[src/rtl/pipe_pkg.sv]
// rtl/pipe_pkg.sv - shared pipeline constants for the five-stage core
//
// Purpose: control-word bit positions, forwarding-select encodings and the
// default control/register-index widths used by the ID/EX stage.
// Ports: none (package).

package pipe_pkg;

  localparam int CTRL_W = 9;
  localparam int REG_W  = 5;

  // Control word bit map, MSB to LSB.
  localparam int CTRL_REGDST   = 8;
  localparam int CTRL_ALUOP_HI = 7;
  localparam int CTRL_ALUOP_LO = 6;
  localparam int CTRL_ALUSRC   = 5;
  localparam int CTRL_BRANCH   = 4;
  localparam int CTRL_MEMREAD  = 3;
  localparam int CTRL_MEMWRITE = 2;
  localparam int CTRL_REGWRITE = 1;
  localparam int CTRL_MEMTOREG = 0;

  // Forwarding mux select encodings.
  localparam logic [1:0] FWD_RF    = 2'd0;
  localparam logic [1:0] FWD_MEMWB = 2'd1;
  localparam logic [1:0] FWD_EXMEM = 2'd2;

endpackage

[src/rtl/forward_unit.sv]
// rtl/forward_unit.sv - EX-stage forwarding select generation
//
// Purpose: purely combinational; picks the source of each ALU operand.
// Ports:
//   ex_rs, ex_rt          in  IDX_W : source registers of the EX instruction
//   exmem_regwrite/rd     in  1/IDX_W : writer in EX/MEM
//   memwb_regwrite/rd     in  1/IDX_W : writer in MEM/WB
//   forward_a, forward_b  out 2 : mux selects (FWD_RF / FWD_MEMWB / FWD_EXMEM)

module forward_unit
  import pipe_pkg::*;
#(
  parameter int IDX_W = 5
) (
  input  logic [IDX_W-1:0] ex_rs,
  input  logic [IDX_W-1:0] ex_rt,
  input  logic             exmem_regwrite,
  input  logic [IDX_W-1:0] exmem_rd,
  input  logic             memwb_regwrite,
  input  logic [IDX_W-1:0] memwb_rd,
  output logic [1:0]       forward_a,
  output logic [1:0]       forward_b
);

  logic exmem_live;
  logic memwb_live;

  // A writer to register 0 never produces a forwardable value.
  assign exmem_live = exmem_regwrite && (exmem_rd != '0);
  assign memwb_live = memwb_regwrite && (memwb_rd != '0);

  // EX/MEM is checked first: it holds the younger result.
  always_comb begin
    forward_a = FWD_RF;
    if (exmem_live && (exmem_rd == ex_rs)) begin
      forward_a = FWD_EXMEM;
    end else if (memwb_live && (memwb_rd == ex_rs)) begin
      forward_a = FWD_MEMWB;
    end
  end

  always_comb begin
    forward_b = FWD_RF;
    if (exmem_live && (exmem_rd == ex_rt)) begin
      forward_b = FWD_EXMEM;
    end else if (memwb_live && (memwb_rd == ex_rt)) begin
      forward_b = FWD_MEMWB;
    end
  end

endmodule

[src/rtl/id_ex_stage.sv]
// rtl/id_ex_stage.sv - ID/EX pipeline register with load-use and forwarding
//
// Purpose: captures decoded control, operands, immediate and PC+4 from ID,
// detects load-use hazards, drives the ID bubble-mux select and the EX
// forwarding selects, and counts inserted bubbles (saturating).
// Ports:
//   clk, rst_n                   : clock, async active-low reset
//   hold                         : freeze all ID/EX state
//   flush                        : load a bubble on the next capture
//   id_ctrl/rs/rt/rd/rdata_a/b/imm/pc4 : ID-stage inputs
//   exmem_regwrite/rd, memwb_regwrite/rd : downstream writers
//   ex_ctrl/rs/rt/rd/rdata_a/b/imm/pc4  : registered EX-stage outputs
//   pc_write, ifid_write, ctrl_sel      : load-use stall controls
//   forward_a, forward_b                : forwarding mux selects
//   bubble_cnt                          : saturating bubble count

module id_ex_stage #(
  parameter int DATA_W = 32,
  parameter int REG_W  = 5,
  parameter int CTRL_W = 9,
  parameter int CNT_W  = 16
) (
  input  logic              clk,
  input  logic              rst_n,
  input  logic              hold,
  input  logic              flush,
  input  logic [CTRL_W-1:0] id_ctrl,
  input  logic [REG_W-1:0]  id_rs,
  input  logic [REG_W-1:0]  id_rt,
  input  logic [REG_W-1:0]  id_rd,
  input  logic [DATA_W-1:0] id_rdata_a,
  input  logic [DATA_W-1:0] id_rdata_b,
  input  logic [DATA_W-1:0] id_imm,
  input  logic [DATA_W-1:0] id_pc4,
  input  logic              exmem_regwrite,
  input  logic [REG_W-1:0]  exmem_rd,
  input  logic              memwb_regwrite,
  input  logic [REG_W-1:0]  memwb_rd,
  output logic [CTRL_W-1:0] ex_ctrl,
  output logic [REG_W-1:0]  ex_rs,
  output logic [REG_W-1:0]  ex_rt,
  output logic [REG_W-1:0]  ex_rd,
  output logic [DATA_W-1:0] ex_rdata_a,
  output logic [DATA_W-1:0] ex_rdata_b,
  output logic [DATA_W-1:0] ex_imm,
  output logic [DATA_W-1:0] ex_pc4,
  output logic              pc_write,
  output logic              ifid_write,
  output logic              ctrl_sel,
  output logic [1:0]        forward_a,
  output logic [1:0]        forward_b,
  output logic [CNT_W-1:0]  bubble_cnt
);

  logic stall;
  logic load_bubble;

  // A load in EX whose destination is read by the instruction in ID.
  assign stall = ex_ctrl[pipe_pkg::CTRL_MEMREAD] && (ex_rt != '0) &&
                 ((ex_rt == id_rs) || (ex_rt == id_rt));

  assign pc_write   = !stall;
  assign ifid_write = !stall;
  assign ctrl_sel   = stall;

  // hold wins over both flush and stall, so a held stall inserts nothing.
  assign load_bubble = !hold && (flush || stall);

  always_ff @(posedge clk or negedge rst_n) begin
    if (!rst_n) begin
      ex_ctrl    <= '0;
      ex_rs      <= '0;
      ex_rt      <= '0;
      ex_rd      <= '0;
      ex_rdata_a <= '0;
      ex_rdata_b <= '0;
      ex_imm     <= '0;
      ex_pc4     <= '0;
      bubble_cnt <= '0;
    end else if (!hold) begin
      ex_ctrl    <= (flush || stall) ? '0 : id_ctrl;
      ex_rs      <= id_rs;
      ex_rt      <= id_rt;
      ex_rd      <= id_rd;
      ex_rdata_a <= id_rdata_a;
      ex_rdata_b <= id_rdata_b;
      ex_imm     <= id_imm;
      ex_pc4     <= id_pc4;
      if (load_bubble && (bubble_cnt != '1)) begin
        bubble_cnt <= bubble_cnt + 1'b1;
      end
    end
  end

  forward_unit #(
    .IDX_W (REG_W)
  ) u_forward_unit (
    .ex_rs          (ex_rs),
    .ex_rt          (ex_rt),
    .exmem_regwrite (exmem_regwrite),
    .exmem_rd       (exmem_rd),
    .memwb_regwrite (memwb_regwrite),
    .memwb_rd       (memwb_rd),
    .forward_a      (forward_a),
    .forward_b      (forward_b)
  );

endmodule
[config.mk]
export PLATFORM = sky130hd
export DESIGN_NAME = id_ex_stage
export DESIGN_NICKNAME = d
export VERILOG_FILES = /design/src/rtl/pipe_pkg.sv /design/src/rtl/forward_unit.sv /design/src/rtl/id_ex_stage.sv
export SDC_FILE = /design/constraint.sdc
export NUM_CORES = 1
export LEC_CHECK = 0
export ABC_AREA = 1
export CORE_UTILIZATION = 35
export DETAILED_ROUTE_END_ITERATION = 8
export DONT_BUFFER_PORTS = 1
export PLACE_DENSITY = 0.56
export RECOVER_POWER = 100
export REMOVE_ABC_BUFFERS = 1
export SETUP_SLACK_MARGIN = 0.3
export SYNTH_ARGS = -nofsm -noshare
export SYNTH_HDL_FRONTEND = slang
export SYNTH_HIERARCHICAL = 1
export SYNTH_SLANG_ARGS = --single-unit
[constraint.sdc]
create_clock -name clk -period 1.88 [get_ports clk]
set_input_delay 0.47 -clock clk [delete_from_list [all_inputs] [get_ports clk]]
set_output_delay 0.47 -clock clk [all_outputs]
set_load 0.01 [all_outputs]
==> out/qor_table.md, run 1 <==
| Stage | Quantity | Value |
|---|---|---|
| power and ir drop | IR drop worst, VDD | 0.507 mV |
| outcome | Violated checks | hold timing, setup timing |
| timing | Final Max Tran Viols | 0 |
| critical path | Required time worst endpoint | 1.41 ns |
| timing | Worst Clk Skew | 0.0101 ns |
| clock tree | TritonCTS clock tree | yes |
| timing | Post-layout min period | 2.03 ns |
| yosys | Gate count after technology mapping | 902 |
| critical path | Maximum fanout along the worst path | 8 |
| clock tree | Clock Latency Late Sink | 0.42 ns |
| final layout | Number of filler instances in the final layout | 2048 |
| yosys | Number of distinct standard cells referenced by the synthesized netlist | 27 |
| placed design | Worst slack after detailed placement | 0.0580 ns |
| grt | Number of antenna violations at the first check in global routing | 0 |
| clock tree | TritonCTS Buffers | 17 |
| timing | Max_slew headroom | 0.391 |
| grt | GRT Residual Overflow | 0 |
| power and ir drop | Switching fraction of total power | 0.298 |
| yosys | Mapped Avg Cell Area | 8.05 µm² |
| routing | Remaining antenna violation count | 0 |
| floorplan | Core footprint | 20300 µm² |
| routing | DR iter-0 viols | 253 |
| grt | Largest net degree at the start of global routing | 169 |
| final layout | Final core utilization | 0.420 |
| critical path | Startpoint types | flip-flop |
| yosys | Cell Area, Synth | 7260 µm² |
| critical path | CP Capture Type | output pin |
| yosys | FF+latch count, synth | 168 |
| timing | Highest achievable clock rate | 492 MHz |
| timing | Setup repair after global routing missed its margin | yes |
| power and ir drop | Share of power burned in combinational logic | 0.095 |
| placed design | Placer Congestion | 0.804 |
| routing | Via count | 5605 |
| clock tree | Clock-pin slew on the worst setup and hold paths | 0.07 ns |
| timing | Slew of the pin with the lowest slew margin | 0.912 ns |
| final layout | Commonest cells after routing, fill and taps aside | 518 x nand2_1, 163 x dfrtp_1, 30 x inv_1, 26 x nor2_1, 23 x nand3_1 |
| final layout | Count of inserted antenna diode cells | 0 |
| power and ir drop | Sequential group share of total power | 0.508 |
| power and ir drop | Net switching power | 2580 µW |
| placed design | Port Buffer Count | 0 |
| grt | Via count of the first global-routing pass | 5384 |
| clock tree | Number of buffers on the longest clock path | 2 |
| clock tree | TritonCTS Sinks | 168 |
| placed design | Placement-stage cell area | 7610 µm² |
| floorplan | Die Ht | 146 µm |
| final layout | Fraction of final layout cells sized beyond drive strength 1 | 0.135 |
| power and ir drop | Proportion of power drawn by the clock network | 0.397 |
| floorplan | Number of rows in the core area | 52 |
| timing | Worst hold slack | -0.262 ns |
| floorplan | Initial Util | 0.358 |
| routing | WL/cell | 15.6 µm |
| power and ir drop | Power Internal | 6080 µW |
| final layout | Layout Nets | 1086 |
| final layout | Design area | 8530 µm² |
| floorplan | Die Width | 146 µm |
| placed design | DPL Wire Length | 12.4 mm |
| routing | Total wire length after detailed routing | 18.8 mm |
| routing | Vias/cell | 4.67 |
| yosys | Total of warnings raised by yosys | 6 |
| floorplan | Number of top-level pins | 343 |
| timing | Final-report hold violation count | 168 |
| grt | First-pass GRT wire length | 28.6 mm |
| power and ir drop | Total power per unit cell area | 1010 nW/µm² |
| worst hold path | Min-delay worst type | in2async |
| floorplan | Die footprint | 21300 µm² |
| critical path | Data arrival time of the worst path | 1.56 ns |
| timing | Final setup viols | 7 |
| grt | All-Layer GR Usage | 0.170 |
| final layout | Area Overhead vs Synth | 17.5% |
| yosys | Sequential fraction of the synthesis area | 0.579 |
| timing | Share of the clock period used by the worst path | 1.08 |
| routing | DRC violations left | 0 |
| timing | Final worst slack | -0.151 ns |
| routing | Number of detailed-routing iterations run before antenna repair | 4 |
| clock tree | Clk root buf | clkbuf_16 |
| power and ir drop | Static Leak | 0.00450 µW |
| final layout | Most common cell after layout, fill and taps aside | nand2_1 |
| flow run | Max-Cap Viols | 0 |
| clock tree | Max H-tree Level | 4 |
| critical path | Critical setup path kind | reg2out |
| outcome | Run status | finished with violations |
-- path summary, 6_finish.rpt --
| kind | from | end | slack (ns) | cells after the start |
|---|---|---|---|---|
| min in group clk | id_imm[28] | ex_imm[28] | 0.15 | 2 |
| max | ex_rt[0] | pc_write | -0.15 | 8 |
| max reg2reg | ex_rt[0] | bubble_cnt[9] | 0.15 | 13 |
| min reg2reg | ex_pc4[18] | ex_pc4[18] | 0.55 | 2 |
| max in group asynchronous | rst_n | ex_rt[1] | 1.92 | 0 |
| min | rst_n | ex_imm[0] | -0.26 | 0 |
-- worst max-delay path, cell delays in order (launching register included) --
cell     delay, ns
dfrtp_2       0.49
nand2_2       0.08
inv_1         0.06
nor2_1        0.03
nor2_1        0.11
nand3_1       0.08
nand2_1       0.09
nand2_2       0.08
buf_6         0.13
-- cells by family (layout without fill, tap and decap cells) --
family	Yosys count	in the layout	synth area share
AND/OR/NAND/NOR	612	616	0.332
flip-flops	168	168	0.579
buffers and inverters	78	102	0.0443
XOR/XNOR	23	23	0.0277
AO/OA/AOI/OAI	20	20	0.0153
adder cells (fa/ha/maj)	1	1	0.00172
-- layer usage --
metal / share of wire / vias to the layer above / track usage
li1: - / 2770 / -
met1: 0.42 / 2583 / 0.211
met2: 0.49 / 218 / 0.275
met3: 0.070 / 34 / 0.0484
met4: 0.028 / 0 / 0.0792
met5: 0 / - / 0
-- state kept, by name (all words and copies together), names as in the netlist --
name        flops
ex_rt           5
bubble_cnt     16
ex_pc4         32
ex_rs           5
ex_rd           5
ex_imm         32
ex_rdata_b     32
ex_rdata_a     32
ex_ctrl         9
-- what timing repair did --
| action | in CTS | in global routing |
|---|---|---|
| buffers inserted | 3 | 6 |
| hold endpoints to repair | 168 | 168 |
| endpoints found under the setup margin | 31 | 32 |
| gates resized for setup | 19 | 53 |
| gates cloned | 0 | 4 |
| pin swaps | 8 | 16 |
-- cell usage after synthesis --
cell type / number / area share
xor2_1: 6 / 0.0072
buf_4: 2 / 0.0021
nand2_4: 1 / 0.0016
nand3_1: 26 / 0.018
nand3b_1: 1 / 0.0010
buf_6: 1 / 0.0016
nand2_2: 1 / 0.00086
nor3_1: 1 / 0.00069
o21ai_0: 15 / 0.010
dfrtp_1: 168 / 0.58
o21ai_1: 4 / 0.0028
ha_1: 1 / 0.0017
buf_2: 2 / 0.0014
inv_2: 5 / 0.0026
nand4_1: 6 / 0.0052
nor2_1: 29 / 0.015
a21oi_4: 1 / 0.0022
buf_1: 5 / 0.0026
buf_8: 1 / 0.0021
xnor2_1: 17 / 0.021
nand2_1: 540 / 0.28
nor2_2: 2 / 0.0017
nand3_2: 2 / 0.0028
nand2_8: 1 / 0.0028
clkbuf_1: 28 / 0.014
inv_1: 34 / 0.018
nor2_4: 2 / 0.0031
-- stage by stage --
step           hold WS [ns]  cells  TNS, ns  total power [µW]
2_1_floorplan         0.174    863  -122.82              4910
3_3_place_gp          0.177   1155        0              5160
3_5_place_dp          0.177   1155        0              5180
4_1_cts              -0.291   1190   -0.972              8690
5_1_grt              -0.293   1200    -2.81              9070
6_report             -0.262   1200   -0.719              8650
-- power groups by stage --
stage,Sequential (µW),Clock [µW],Combinational (µW)
global route,4430,3690,952
finish,4390,3440,823
detailed placement,4440,0,739
floorplan,4390,0,520
global placement,4450,0,719
CTS,4380,3550,757
-- final cells by class --
type / count / area, µm² / share of cell area
clock buffers: 18 / 429 / 0.0503
clock inverters: 14 / 156 / 0.0183
inverters: 39 / 146 / 0.0172
multi-input cells: 660 / 2960 / 0.347
flip-flops and latches: 168 / 4210 / 0.494
well taps: 270 / 338 / 0.0396
repair buffers: 31 / 288 / 0.0337
(Power assumes the default switching activity.)
==> run 2, diff against run 1 <==
CELL_PAD_IN_SITES_DETAIL_PLACEMENT = 0   (was default)
CELL_PAD_IN_SITES_GLOBAL_PLACEMENT = 1   (was default)
PLACE_DENSITY = 0.72   (was 0.56)
==> run 2 against run 1 <==
Effect of this change:
- the flow finishes with violations (hold timing, capacitance limit, slew limit, setup timing)
- cell count grew 0.17%
- first-iteration DRC count shrank 13%
- utilization grew 0.25 points
- flip-flop and latch count is the same
- worst setup slack lost 0.0058 ns
- die area is the same
- register-to-register slack lost 0.11 ns
- global-route usage grew 0.65 points
- clock skew grew 0.0013 ns
- clock-buffer cell count shrank 1
- critical path type unchanged
==> out/qor_table.md, run 2 (synthesis results as in run 1) <==
| Stage | Quantity | Value |
|---|---|---|
| routing | Remaining antenna violation count | 0 |
| timing | Max_slew headroom | -0.0123 |
| clock tree | Clock-pin slew on the worst setup and hold paths | 0.07 ns |
| critical path | Depth of the most critical reg-to-reg path | 12 |
| final layout | Layout Cells excl Fill | 1202 |
| critical path | Ordered cell list for the critical path | inv_2, nand4_1, o21ai_1, inv_1, nand2_2, buf_6 |
| critical path | CP Capture Type | output pin |
| timing | Final Max Tran Viols | 74 |
| timing | Slew of the pin with the lowest slew margin | 1.52 ns |
| power and ir drop | Power Internal | 6120 µW |
| final layout | Area Overhead vs Synth | 18.2% |
| placed design | Port Buffer Count | 0 |
| placed design | Placement-stage cell area | 7570 µm² |
| timing | Setup repair after global routing missed its margin | yes |
| routing | Vias/cell | 4.72 |
| outcome | Run status | finished with violations |
| critical path | Critical path's largest stage delay | 0.49 ns |
| floorplan | Die footprint | 21300 µm² |
| power and ir drop | IR drop worst, VDD | 0.586 mV |
| grt | Via count of the first global-routing pass | 5401 |
| timing | Highest achievable clock rate | 491 MHz |
| floorplan | Number of top-level pins | 343 |
| critical path | Number of logic stages on the critical path including buffering | 6 |
| timing | Worst hold slack | -0.261 ns |
| power and ir drop | Share of power burned in combinational logic | 0.105 |
| placed design | Number of cells after detailed placement | 1148 |
| routing | Total wire length after detailed routing | 19.4 mm |
| final layout | Count of inserted antenna diode cells | 0 |
| critical path | Number of buffers and inverters on the critical path | 3 |
| grt | GRT Residual Overflow | 0 |
| critical path | Critical setup path kind | reg2out |
| critical path | Required time worst endpoint | 1.41 ns |
| clock tree | Clk root buf | clkbuf_16 |
| clock tree | TritonCTS Buffers | 17 |
| floorplan | Number of rows in the core area | 52 |
| critical path | Startpoint types | flip-flop |
| grt | Largest net degree at the start of global routing | 169 |
| timing | Final worst slack | -0.156 ns |
| final layout | Commonest cells after routing, fill and taps aside | 517 x nand2_1, 161 x dfrtp_1, 28 x inv_1, 25 x nor2_1, 22 x nand3_1 |
| clock tree | Clock Latency Late Sink | 0.42 ns |
| floorplan | Core footprint | 20300 µm² |
| final layout | Layout Nets | 1089 |
| power and ir drop | Static Leak | 0.00454 µW |
| timing | Final setup viols | 8 |
| clock tree | Max H-tree Level | 4 |
| grt | All-Layer GR Usage | 0.177 |
| floorplan | Initial Util | 0.358 |
| power and ir drop | Proportion of power drawn by the clock network | 0.394 |
| grt | First-pass GRT wire length | 29.4 mm |
| final layout | Fraction of final layout cells sized beyond drive strength 1 | 0.146 |
| power and ir drop | Sequential group share of total power | 0.501 |
| floorplan | Die Ht | 146 µm |
| worst hold path | Min-delay worst type | in2async |
| clock tree | TritonCTS clock tree | yes |
| power and ir drop | Total power per unit cell area | 1020 nW/µm² |
| critical path | Slowest cell on the critical path | dfrtp_2 |
| timing | Share of the clock period used by the worst path | 1.08 |
| timing | Final-report hold violation count | 168 |
| routing | DR iter-0 viols | 221 |
| power and ir drop | Net switching power | 2620 µW |
| flow run | Max-Cap Viols | 1 |
| clock tree | Number of buffers on the longest clock path | 2 |
| timing | Post-layout min period | 2.04 ns |
| power and ir drop | Switching fraction of total power | 0.300 |
| routing | Via count | 5672 |
| placed design | DPL Wire Length | 12.7 mm |
| final layout | Most common cell after layout, fill and taps aside | nand2_1 |
| timing | Worst Clk Skew | 0.0114 ns |
| critical path | Maximum fanout along the worst path | 8 |
| critical path | Data arrival time of the worst path | 1.57 ns |
| routing | Number of detailed-routing iterations run before antenna repair | 4 |
| clock tree | TritonCTS Sinks | 168 |
| critical path | Cell family with most CP delay | flip-flops |
| placed design | Placer Congestion | 0.797 |
| routing | DRC violations left | 0 |
| floorplan | Die Width | 146 µm |
| grt | Number of antenna violations at the first check in global routing | 0 |
| final layout | Design area | 8580 µm² |
| routing | WL/cell | 16.2 µm |
| outcome | Violated checks | hold timing, capacitance limit, slew limit, setup timing |
-- run 2: per-layer routing --
layer / up-vias / global-route usage / routed length (µm)
met5: - / 0 / 0
met4: 0 / 0.0630 / 358
met3: 30 / 0.0553 / 1400
met2: 214 / 0.288 / 9500
met1: 2664 / 0.221 / 8160
li1: 2764 / - / -
-- run 2: path summary, 6_finish.rpt --
path	startpoint	slack (ns)	to
worst max-delay path	ex_rt[2]	-0.16	pc_write
min in group clk	id_pc4[2]	0.16	ex_pc4[2]
max in group asynchronous	rst_n	1.91	ex_rt[1]
worst min-delay path	rst_n	-0.26	ex_rdata_b[0]
worst max register to register	ex_rt[2]	0.04	bubble_cnt[6]
worst min register to register	ex_rdata_b[12]	0.55	ex_rdata_b[12]
-- run 2: power by group through the flow --
stage               sequential, µW  clock, µW  combinational (µW)
floorplan                     4390          0                 520
CTS                           4380       3540                 852
detailed placement            4430          0                 772
finish                        4380       3440                 918
global placement              4440          0                 754
global route                  4410       3660                1040
-- run 2: layout make-up --
class                   instances  area (µm²)
fillers                      2062       11700
multi-input cells             657        2920
inverters                      39         148
repair buffers                 37         385
well taps                     270         338
flip-flops and latches        168        4210
clock inverters                14         150
clock buffers                  17         425
-- run 2: per-stage QoR --
step	power, µW	setup TNS [ns]	utilization	worst slack, ns
after global routing	9110	-2.04	0.423	-0.267
after global placement	5190	0	0.373	0.0840
after CTS	8770	-0.844	0.415	-0.169
after detailed placement	5200	0	0.373	0.0534
after floorplan	4910	-122.82	-	-0.965
final	8730	-0.703	0.423	-0.156
-- run 2: what timing repair did --
item                                    in CTS  in global routing
resized for setup                           29                 48
buffers inserted                            16                  5
hold endpoints to repair                   168                168
gates cloned                                 2                  0
pin swaps                                   15                 21
endpoints found under the setup margin      28                 32
